`src/rtl/logic_op_arbiter_if.sv`:
```
// Request/response bundle between the requesters and the shared logic-op arbiter.
// Handshake: req is a level held until the matching done pulse; operands are captured on grant.
interface logic_op_arbiter_if #(
    parameter int NUM_REQ = 4,
    parameter int WIDTH   = 4
);
    logic [NUM_REQ-1:0]       req;
    logic [2*NUM_REQ-1:0]     op;
    logic [WIDTH*NUM_REQ-1:0] a_in;
    logic [WIDTH*NUM_REQ-1:0] b_in;
    logic [NUM_REQ-1:0]       grant;
    logic [NUM_REQ-1:0]       done;
    logic [WIDTH-1:0]         result;
    logic                     busy;

    modport master (
        output req, op, a_in, b_in,
        input  grant, done, result, busy
    );

    modport slave (
        input  req, op, a_in, b_in,
        output grant, done, result, busy
    );
endinterface

```
`src/rtl/logic_op_arbiter.sv`:
```
// Round-robin arbiter sharing one registered AND/OR/XOR/NOT unit among NUM_REQ requesters.
// Each operation walks IDLE -> EXEC -> RESP, so one result completes every three cycles.
module logic_op_arbiter #(
    parameter int NUM_REQ = 4,
    parameter int WIDTH   = 4
) (
    input  logic                 clock_i,
    input  logic                 reset_i,
    logic_op_arbiter_if.slave    bus,
    output logic [1:0]           state_o
);
    localparam int IDX_W = (NUM_REQ > 1) ? $clog2(NUM_REQ) : 1;

    typedef enum logic [1:0] {
        IDLE = 2'd0,
        EXEC = 2'd1,
        RESP = 2'd2
    } state_e;

    state_e               state_q, state_d;
    logic [IDX_W-1:0]     ptr_q, ptr_d;
    logic [IDX_W-1:0]     win_q, win_d;
    logic [1:0]           op_q, op_d;
    logic [WIDTH-1:0]     a_q, a_d;
    logic [WIDTH-1:0]     b_q, b_d;
    logic [NUM_REQ-1:0]   grant_q, grant_d;
    logic [NUM_REQ-1:0]   done_q, done_d;
    logic [WIDTH-1:0]     result_q, result_d;

    logic                 sel_found;
    logic [IDX_W-1:0]     sel_idx;
    int                   scan_idx;
    logic [WIDTH-1:0]     alu_val;

    // Search starts at ptr and wraps, so the last winner is considered last.
    always_comb begin
        sel_found = 1'b0;
        sel_idx   = '0;
        scan_idx  = 0;
        for (int k = 0; k < NUM_REQ; k++) begin
            scan_idx = (int'(ptr_q) + k) % NUM_REQ;
            if (!sel_found && bus.req[IDX_W'(scan_idx)]) begin
                sel_found = 1'b1;
                sel_idx   = IDX_W'(scan_idx);
            end
        end
    end

    always_comb begin
        alu_val = '0;
        unique case (op_q)
            2'd0:    alu_val = a_q & b_q;
            2'd1:    alu_val = a_q | b_q;
            2'd2:    alu_val = a_q ^ b_q;
            default: alu_val = ~a_q;
        endcase
    end

    always_comb begin
        state_d  = state_q;
        ptr_d    = ptr_q;
        win_d    = win_q;
        op_d     = op_q;
        a_d      = a_q;
        b_d      = b_q;
        grant_d  = grant_q;
        done_d   = done_q;
        result_d = result_q;
        unique case (state_q)
            IDLE: begin
                if (sel_found) begin
                    win_d   = sel_idx;
                    op_d    = 2'(bus.op >> (2 * int'(sel_idx)));
                    a_d     = WIDTH'(bus.a_in >> (WIDTH * int'(sel_idx)));
                    b_d     = WIDTH'(bus.b_in >> (WIDTH * int'(sel_idx)));
                    grant_d = {{(NUM_REQ-1){1'b0}}, 1'b1} << sel_idx;
                    state_d = EXEC;
                end
            end
            EXEC: begin
                result_d = alu_val;
                done_d   = {{(NUM_REQ-1){1'b0}}, 1'b1} << win_q;
                grant_d  = '0;
                ptr_d    = (int'(win_q) == NUM_REQ - 1) ? '0 : win_q + IDX_W'(1);
                state_d  = RESP;
            end
            RESP: begin
                // req is deliberately ignored here so the winner can drop it.
                done_d  = '0;
                state_d = IDLE;
            end
            default: begin
                state_d = IDLE;
            end
        endcase
    end

    always_ff @(posedge clock_i) begin
        if (reset_i) begin
            state_q  <= IDLE;
            ptr_q    <= '0;
            win_q    <= '0;
            op_q     <= '0;
            a_q      <= '0;
            b_q      <= '0;
            grant_q  <= '0;
            done_q   <= '0;
            result_q <= '0;
        end else begin
            state_q  <= state_d;
            ptr_q    <= ptr_d;
            win_q    <= win_d;
            op_q     <= op_d;
            a_q      <= a_d;
            b_q      <= b_d;
            grant_q  <= grant_d;
            done_q   <= done_d;
            result_q <= result_d;
        end
    end

    assign bus.grant  = grant_q;
    assign bus.done   = done_q;
    assign bus.result = result_q;
    assign bus.busy   = (state_q != IDLE);
    assign state_o    = state_q;
endmodule

```
`src/flat_wrapper.sv`:
```
// flat-port wrapper written by rule: the top's interface ports become plain ports
module logic_op_arbiter_flat 
#(
    parameter int NUM_REQ = 4,
    parameter int WIDTH   = 4
)
  (clock_i, reset_i, state_o, bus_req, bus_op, bus_a_in, bus_b_in, bus_grant, bus_done, bus_result, bus_busy);
  logic_op_arbiter_if #(.NUM_REQ(NUM_REQ), .WIDTH(WIDTH)) bus_i ();
  input  logic clock_i;
  input  logic reset_i;
  output logic [1:0] state_o;
  input wire logic [$bits(bus_i.req)-1:0] bus_req;
  input wire logic [$bits(bus_i.op)-1:0] bus_op;
  input wire logic [$bits(bus_i.a_in)-1:0] bus_a_in;
  input wire logic [$bits(bus_i.b_in)-1:0] bus_b_in;
  output wire logic [$bits(bus_i.grant)-1:0] bus_grant;
  output wire logic [$bits(bus_i.done)-1:0] bus_done;
  output wire logic [$bits(bus_i.result)-1:0] bus_result;
  output wire logic [$bits(bus_i.busy)-1:0] bus_busy;
  assign bus_i.req = bus_req;
  assign bus_i.op = bus_op;
  assign bus_i.a_in = bus_a_in;
  assign bus_i.b_in = bus_b_in;
  assign bus_grant = bus_i.grant;
  assign bus_done = bus_i.done;
  assign bus_result = bus_i.result;
  assign bus_busy = bus_i.busy;
  logic_op_arbiter #(.NUM_REQ(NUM_REQ), .WIDTH(WIDTH)) u_core (.clock_i(clock_i), .reset_i(reset_i), .bus(bus_i), .state_o(state_o));
endmodule
```
`config.mk`:
```
export PLATFORM = sky130hd
export DESIGN_NAME = logic_op_arbiter_flat
export DESIGN_NICKNAME = d
export VERILOG_FILES = /design/src/rtl/logic_op_arbiter_if.sv /design/src/rtl/logic_op_arbiter.sv /design/src/flat_wrapper.sv
export SDC_FILE = /design/constraint.sdc
export NUM_CORES = 1
export LEC_CHECK = 0
export ABC_AREA = 1
export ABC_CLOCK_PERIOD_IN_PS = 1780
export CAP_MARGIN = 20
export CORE_AREA = 2 2 72 74
export DETAILED_ROUTE_END_ITERATION = 10
export DIE_AREA = 0 0 74 76
export PLACE_DENSITY = 0.74
export SYNTH_ARGS = -nofsm -noshare
export SYNTH_HDL_FRONTEND = slang
export SYNTH_SLANG_ARGS = --single-unit
```
`constraint.sdc`:
```
create_clock -name clock_i -period 1.78 [get_ports clock_i]
set_input_delay 0.178 -clock clock_i [delete_from_list [all_inputs] [get_ports clock_i]]
set_output_delay 0.178 -clock clock_i [all_outputs]
set_load 0.02 [all_outputs]
```
== Yosys cells after proc, flatten, opt, wreduce, memory -nomap -nowiden ==
Index checks and enable logic that the tools add are counted.

* Register bits: 28
* Input bits: 46
* Logic and storage cells: 72

* $add $sub $neg: 4
* $lt $le $gt $ge: 4
* Eq/ne operators: 6
* Shifts and indexed selects: 5
* Muxes and demuxes: 27
* Bitwise operators: 4
* Reductions and logical operators: 13

{| class="wikitable"
|+ Operators by type and width
! cell !! count
|-
| >> shifter 16 x 4 -> 4 bit || 2
|-
| < comparator 2 x 4 -> 1 bit (second input constant) || 4
|-
| case mux 4 bit (2 select lines) || 2
|-
| two-way mux 1 bit || 12
|-
| two-way mux 2 bit || 6
|-
| case mux 4 bit (3 select lines) || 1
|-
| binary-select mux 1 bit (select 2 bit) || 4
|-
| left shift 1 x 2 -> 4 bit (first input constant) || 2
|-
| >> shifter 8 x 3 -> 2 bit || 1
|-
| == test 2 x 1 -> 1 bit (second input constant) || 3
|-
| nonzero test 2 bit || 3
|-
| adder 2 x 1 -> 2 bit (second input constant) || 2
|-
| adder 2 bit (second input constant) || 2
|-
| AND 4 bit || 1
|-
| == test 2 bit (second input constant) || 2
|-
| zero test 2 bit || 2
|-
| two-way mux 4 bit || 1
|-
| inverter 4 bit || 1
|-
| bitwise OR 4 bit || 1
|-
| case mux 2 bit (2 select lines) || 1
|-
| AND reduction 2 bit || 2
|-
| XOR 4 bit || 1
|-
| logical AND 1 bit || 3
|-
| zero test 1 bit || 3
|-
| != test 2 x 1 -> 1 bit (second input constant) || 1
|}

== Logic depth before layout (Yosys ltp) ==
Gate-level depths: netlist (run 1).

* Word-level depth: 16
* Depth in mapped cells: 16

== Worst setup path after synthesis (run 1) ==
Ideal clock, no wire load.

* Path kind: reg-to-reg
* From: register u_core.ptr_q[0]
* To: register u_core.b_q[1]
* Library setup time: 0.109 ns
* Arrival: 1.543 ns
* Required time: 1.671 ns
* Slack: 0.128 ns
* Cell stages (with the launch flop): 16
* Path buffers: 2
* Path through: dfxtp_1 -> buf_6 -> nand2_2 -> nand3_2 -> nand2_2 -> nor2_4 -> nand3_2 -> nand2_2 -> nand2_4 -> buf_6 -> nand2_2 -> nand2_1 -> nand2_1 -> nand3_1 -> nand2_1 -> inv_1

* Cells in the longest elaborated chain, start to end: 14
* Elaborated cells between the ends (all ways): 31
* Classes of those cells: add/sub (3); shift (1); mux (20); reduce/logical (7)

{| class="wikitable"
|+ RTL lines
! item !! line !! RTL
|-
| start: declaration || logic_op_arbiter.sv:21 || <nowiki>logic [IDX_W-1:0] ptr_q, ptr_d;</nowiki>
|-
| start signal: assignment || logic_op_arbiter.sv:111 || <nowiki>ptr_q <= ptr_d;</nowiki>
|-
| branches (longest 14 deep; another with adder 2 x 1 -> 2 bit) || n/a ||
|-
| end signal: assignment || logic_op_arbiter.sv:105 || <nowiki>b_q <= '0;</nowiki>
|-
| end signal: assignment || logic_op_arbiter.sv:115 || <nowiki>b_q <= b_d;</nowiki>
|-
| end: declaration || logic_op_arbiter.sv:25 || <nowiki>logic [WIDTH-1:0] b_q, b_d;</nowiki>
|}

Parallel ways; which one is timed is not known. The select of a mux whose other input is x is not followed.
A chain may end at the register's enable or synchronous reset.

== Worst setup path in the final report (run 1) ==
* From: register u_core.ptr_q[0]
* To: register u_core.b_q[0]

The elaborated chain is that of the path after synthesis.

==> impl_metrics.tcl, run 1 <==
set metrics [dict create \
    slew_violations 0 \
    critical_path_class "reg -> reg" \
    hold_violations 0 \
    cpPeakStageDelay_ns 0.40 \
    fin_crit_sh_pct 104 \
    synth_ff_type "dfxtp_1" \
    power.total_mw 6.63 \
    min_period_ns 1.86 \
    grt_pass1_wl_um 8690 \
    p_switching_mw 3.29 \
    diodes 0 \
    skew_ns 0.00233 \
    initial_core_util_pct 41.1 \
    finalSetupTns_ns -0.551 \
    switching_share_pct 49.7 \
    worst_pin_slew_ns 0.495 \
    fin_ws_ns -0.0776 \
    ant_nets 0 \
    synth.most_common_cell "nand2_1" \
    setup_viol 11 \
    ys_types 28 \
    violations "negative setup slack" \
    htreeDepth 1 \
    std_cell_rows 26 \
    post-route-drc-count 0 \
    yosysSeqAreaShare_pct 27.8 \
    crit_chain "buf_8, nand2_2, nand3_1, nand2_1, inv_1, nand3_2, nand2_4, nand2_8, buf_12, nand3_1, nand3_2, nor2_2, nor2_1" \
    synthArstFlopShare_pct 0 \
    max_cap_violations 0 \
    p_per_area_mw_per_mm2 2120 \
    die_height_um 76 \
    gp_congestion 0.866 \
    rsz0062_at_grt "yes" \
    critical_path_required_ns 1.95 \
    dieArea_mm2 0.00562 \
    fin_nets 446 \
    synthTopCellsByCount "nand2_1 (70), nand3_1 (50), dfxtp_1 (28)" \
    grt_max_degree 19 \
    p_int_mw 3.34 \
    synth_area_mm2 0.00202 \
    grtUsageTotal_pct 18.6 \
    synth_area_leader_cell "dfxtp_1" \
    r2r_start "u_core.ptr_q[0]" \
    clock_sinks 28 \
    yosys-top-cells-area "dfxtp_1 (28%), nand2_1 (13%), nand3_1 (12%)" \
    hold_class "reg -> reg" \
    cp_max_fo 8 \
    vdd_drop_max_uv 1330 \
    dr.first_iter.drc_count 67 \
    netlist_instances 302 \
    cp_top_family "simple AND/OR/NAND/NOR gates" \
    multiInputGateArea_mm2 0.00145 \
    p_leak_nw 1.39 \
    root_buffer "clkbuf_8" \
    via_count 2224 \
    end_kind "flop" \
    synth.ff_latch_count 28 \
    pwr-share-comb_pct 78.4 \
    die_x_um 74 \
    clock_latency_ns 0.27 \
    yosys.area.top_type_share_pct 27.8 \
    max_freq_mhz 538 \
    pwr-share-seq_pct 16.4 \
    clockPowerShare_pct 5.2 \
    avgSynthCellArea_um2 6.68 \
    overflow 0 \
    synth_nets 364 \
    crit_buf_inv 3 \
    startpoint "u_core.ptr_q[0]" \
    clk_pin_slew_ns 0.09 \
    antenna_found_initial 0 \
    dp_slack_ns -0.188 \
    arrival_ns 2.03 \
    nFillCells 426 \
    routed_wl_um 5490 \
    cts_made_buffers 3 \
    yosys_warnings 0 \
    cpMaxStageDelayCell "dfxtp_4" \
    status "finished, violations left" \
    hpwl_um 3960 \
    regToRegSetupSlack_ns -0.08 \
    reg2reg_depth 13 \
    viasPerCell 4.92 \
    cp.depth 13 \
    crit_path_start_kind "flop" \
    synth_edf_count 0 \
    synthToLayoutAreaGrowth_pct 55.2 \
    hold_start "u_core.bus.done[0]" \
    port_buffers 60 \
    drive_gt1_share_pct 24.6 \
    cts_tree "done" \
    drt-wirelength-per-cell_um 12.2 \
    grt_pass1_vias 2035 \
    dr.pass1.iters 4 \
    slew_headroom_pct 67.0 \
    core-area_mm2 0.00491 \
    clock_path_buffers 2 \
    whs_path_depth 2 \
    io_pins 61 \
    ff_latch_area_um2 568 \
]
-- placed cells by master, fill, tap and decap left out, drive strengths merged --
cell,count
nand2,86
clkdlybuf4s50,59
nand3,53
inv,31
dfxtp,28
nor2,27
buf,26
a21oi,21
o21ai,20
ha,16
clkbuf,4
o2111ai,2
nand3b,1
o31ai,1
a31oi,1
o311ai,1
o221a,1
nand4,1
o211a,1
or2,1
dlygate4sd2,1
-- registers in the layout, summed over array words and instances (netlist names) --
name,flops
u_core.bus.result,4
u_core.b_q,4
u_core.op_q,2
u_core.state_o,2
u_core.ptr_q,2
u_core.bus.done,4
u_core.win_q,2
u_core.a_q,4
u_core.bus.grant,4
-- tightest hold or removal path, stage by stage (launching register included) --
cell     delay [ns]
dfxtp_1        0.32
nand2_1        0.06
a21oi_1        0.05
-- logic make-up (layout without fill, tap and decap cells) --
| kind of cell | count (synthesis) | count (layout) | share of synthesized area, % |
|---|---|---|---|
| AO/OA/AOI/OAI | 48 | 48 | 13.4 |
| adder cells (fa/ha/maj) | 16 | 16 | 9.92 |
| buffers and inverters | 42 | 121 | 9.61 |
| flip-flops | 28 | 28 | 27.8 |
| AND/OR/NAND/NOR | 168 | 169 | 39.3 |
-- power by group through the flow --
stage	Sequential (mW)	Clock [mW]	Combinational, mW
2_1_floorplan	1.15	0	2.79
3_3_place_gp	1.07	0	4.20
3_5_place_dp	1.08	0	4.27
4_1_cts	1.07	0.350	4.32
5_1_grt	1.12	0.379	5.75
6_report	1.09	0.344	5.20
-- layer usage --
| metal | GRT usage (%) | routed length (µm) |
|---|---|---|
| met4 | 4.36 | 46 |
| met2 | 31.9 | 2770 |
| met3 | 1.59 | 158 |
| met1 | 24.9 | 2520 |
| met5 | 0 | 0 |
-- final timing paths --
kind / end
worst max-delay path: u_core.b_q[0]
worst min-delay path: u_core.bus.done[0]
worst max register to register: u_core.b_q[0]
worst min register to register: u_core.bus.done[0]
-- repair_timing --
| item | in CTS | in global routing |
|---|---|---|
| hold buffers | 0 | 0 |
| cloned | 1 | 1 |
| setup buffers | 0 | 4 |
| pin swaps | 0 | 26 |
| endpoints found under the setup margin | 15 | 16 |
| resized for setup | 3 | 52 |
-- area by class of cell --
| class | count | share of cell area [%] |
|---|---|---|
| multi-input combinational | 233 | 46.3 |
| sequential | 28 | 18.1 |
| clock buffer | 3 | 1.32 |
| timing repair buffer | 87 | 27.6 |
| tap | 70 | 2.80 |
| inverter | 31 | 3.88 |
-- through the flow --
| stage | hold slack, ns | instance area (µm²) | utilization (%) | std cells |
|---|---|---|---|---|
| 3_5_place_dp | 0.456 | 2820 | 57.4 | 443 |
| 2_1_floorplan | 0.323 | 2020 | - | 302 |
| 5_1_grt | 0.500 | 3130 | 63.8 | 452 |
| 6_report | 0.469 | 3130 | 63.8 | 452 |
| 4_1_cts | 0.469 | 2870 | 58.5 | 447 |
| 3_3_place_gp | 0.454 | 2820 | 57.4 | 443 |
No activity file was read; power rests on OpenSTA's default activity.
==> inputs of run 2 (changes only) <==
--- a/config.mk
+++ b/config.mk
@@ -6,12 +6,12 @@
 export NUM_CORES = 1
 export LEC_CHECK = 0
 export ABC_AREA = 1
-export ABC_CLOCK_PERIOD_IN_PS = 1780
+export ABC_CLOCK_PERIOD_IN_PS = 2300
 export CAP_MARGIN = 20
-export CORE_AREA = 2 2 72 74
+export CORE_AREA = 2 2 70 72
 export DETAILED_ROUTE_END_ITERATION = 10
-export DIE_AREA = 0 0 74 76
-export PLACE_DENSITY = 0.74
+export DIE_AREA = 0 0 72 74
+export PLACE_DENSITY = 0.75
 export SYNTH_ARGS = -nofsm -noshare
 export SYNTH_HDL_FRONTEND = slang
 export SYNTH_SLANG_ARGS = --single-unit
==> constraint.sdc (replaced) <==
create_clock -name clock_i -period 2.3 [get_ports clock_i]
set_input_delay 0.23 -clock clock_i [delete_from_list [all_inputs] [get_ports clock_i]]
set_output_delay 0.23 -clock clock_i [all_outputs]
set_load 0.02 [all_outputs]
==> impl_metrics.tcl, run 2 (synthesized netlist as in run 1, its figures left out) <==
set metrics [dict create \
    synthToLayoutAreaGrowth_pct 32.4 \
    pwr-share-seq_pct 21.3 \
    regToRegSetupSlack_ns 0.30 \
    setup_viol 0 \
    switching_share_pct 53.3 \
    drt-wirelength-per-cell_um 11.8 \
    critical_path_required_ns 2.53 \
    antenna_found_initial 0 \
    rsz0062_at_grt "no" \
    p_switching_mw 2.08 \
    cts_made_buffers 3 \
    via_count 2094 \
    status "completed" \
    grt_pass1_wl_um 8050 \
    startpoint "u_core.ptr_q[0]" \
    hold_class "reg -> reg" \
    htreeDepth 1 \
    grtUsageTotal_pct 18.6 \
    slew_headroom_pct 68.2 \
    post-route-drc-count 0 \
    skew_ns 0.00633 \
    port_buffers 60 \
    fin_crit_sh_pct 86.8 \
    r2r-end "u_core.a_q[0]" \
    p_leak_nw 1.18 \
    clock_path_buffers 2 \
    crit_chain "buf_4, nand2_1, nand2_2, nand2_1, o21ai_0, nand3_2, nand2_2, nand2_4, nor2_4, nand2_1, nand2_1, nor2_1, nor2_1" \
    die_x_um 72 \
    overflow 0 \
    grt_max_degree 27 \
    hpwl_um 3670 \
    min_period_ns 2.00 \
    fin_nets 419 \
    pwr-share-comb_pct 70.6 \
    clk_pin_slew_ns 0.10 \
    vdd_drop_max_uv 907 \
    core-area_mm2 0.00460 \
    worstSetupEndpoint "u_core.a_q[0]" \
    cts_tree "done" \
    max_cap_violations 0 \
    gp_congestion 0.819 \
    reg2reg_depth 13 \
    cp_max_fo 26 \
    initial_core_util_pct 43.9 \
    diodes 0 \
    layout_commonest_cell "nand2_1" \
    dr.pass1.iters 4 \
    p_int_mw 1.82 \
    layoutNonFillerInstCount 410 \
    die_height_um 74 \
    io_pins 61 \
    final_util_pct 58.1 \
    clock_sinks 28 \
    cpPeakStageDelay_ns 0.41 \
    dp.cells 406 \
    root_buffer "clkbuf_8" \
    end_kind "flop" \
    grt_pass1_vias 1887 \
    crit_top_cell "nand2_1" \
    ant_nets 0 \
    r2r_start "u_core.ptr_q[0]" \
    arrival_ns 2.23 \
    finalSetupTns_ns 0 \
    clockPowerShare_pct 8.1 \
    max_freq_mhz 501 \
    hold_violations 0 \
    crit_path_start_kind "flop" \
    cpMaxStageDelayCell "dfxtp_1" \
    slew_violations 0 \
    dieArea_mm2 0.00533 \
    std_cell_rows 25 \
    clock_latency_ns 0.29 \
    layout_common_cells "nand2_1 (70), clkdlybuf4s50_1 (60), nand3_1 (50), dfxtp_1 (27), inv_1 (26)" \
    dr.first_iter.drc_count 148 \
    viasPerCell 5.11 \
    routed_wl_um 4840 \
    critical_path_class "reg -> reg" \
    worst_pin_slew_ns 0.477 \
    drive_gt1_share_pct 10.1 \
    p_per_area_mw_per_mm2 1460 \
    power.total_mw 3.91 \
]
## run 2: changes by cell type in the layout (fill, tap and decap cells not counted), sizes merged
cell           delta
buf              -25
clkdlybuf4s50     +1
dlygate4sd2       -1
nand2             -1
## run 2: how the worst min path moves through the flow
stage / start / to / slack [ns] / depth (start not counted)
final: u_core.bus.done[0] / u_core.bus.done[0] / 0.47 / 2
after global routing: u_core.bus.grant[3] / u_core.bus.grant[3] / 0.49 / 2
after CTS: u_core.bus.done[0] / u_core.bus.done[0] / 0.47 / 2
after detailed placement: u_core.bus.done[0] / u_core.bus.done[0] / 0.45 / 2
after global placement: u_core.bus.done[1] / u_core.bus.done[1] / 0.45 / 2
after floorplan: reset_i / u_core.a_q[2] / 0.37 / 3
## run 2: what timing repair did
item                                   4_1_cts  5_1_grt
gates resized for setup                      0        1
endpoints found under the hold margin        0        0
hold buffers                                 0        0
setup endpoints to repair                    0        2
setup buffers                                0        0
## run 2: stage by stage
stage / setup WS [ns] / cell area [µm²] / hold slack, ns
global route: 0.00164 / 2670 / 0.493
CTS: 0.312 / 2670 / 0.469
floorplan: 0.648 / 2020 / 0.375
detailed placement: 0.153 / 2620 / 0.455
finish: 0.304 / 2670 / 0.468
global placement: 0.208 / 2620 / 0.452
## run 2: layout make-up
type                       instances  area (µm²)
fill                             449        1930
multi-input combinational        232        1260
timing repair buffer              61         608
sequential                        28         562
inverter                          31         116
tap                               54        67.6
clock buffer                       4        55.1
## run 2: metal layers
layer  routed length (µm)  global-route usage, %
met3                  167                   1.63
met1                 2230                   24.3
met2                 2380                   32.7
met5                    0                      0
met4                   66                   5.66
## run 2: power by group through the flow
| stage | combinational [mW] | sequential, mW | clock [mW] |
|---|---|---|---|
| finish | 2.76 | 0.833 | 0.317 |
| global route | 3.15 | 0.855 | 0.332 |
| CTS | 2.76 | 0.831 | 0.319 |
| detailed placement | 2.75 | 0.839 | 0 |
| global placement | 2.68 | 0.829 | 0 |
| floorplan | 2.16 | 0.890 | 0 |
## run 2: critical path: cells and delay by family, from the launching register on
kind                   cells  cell delay (ns)
AO/OA/AOI/OAI              1             0.13
buffers and inverters      1             0.20
AND/OR/NAND/NOR           11             1.19
flip-flops                 1             0.41
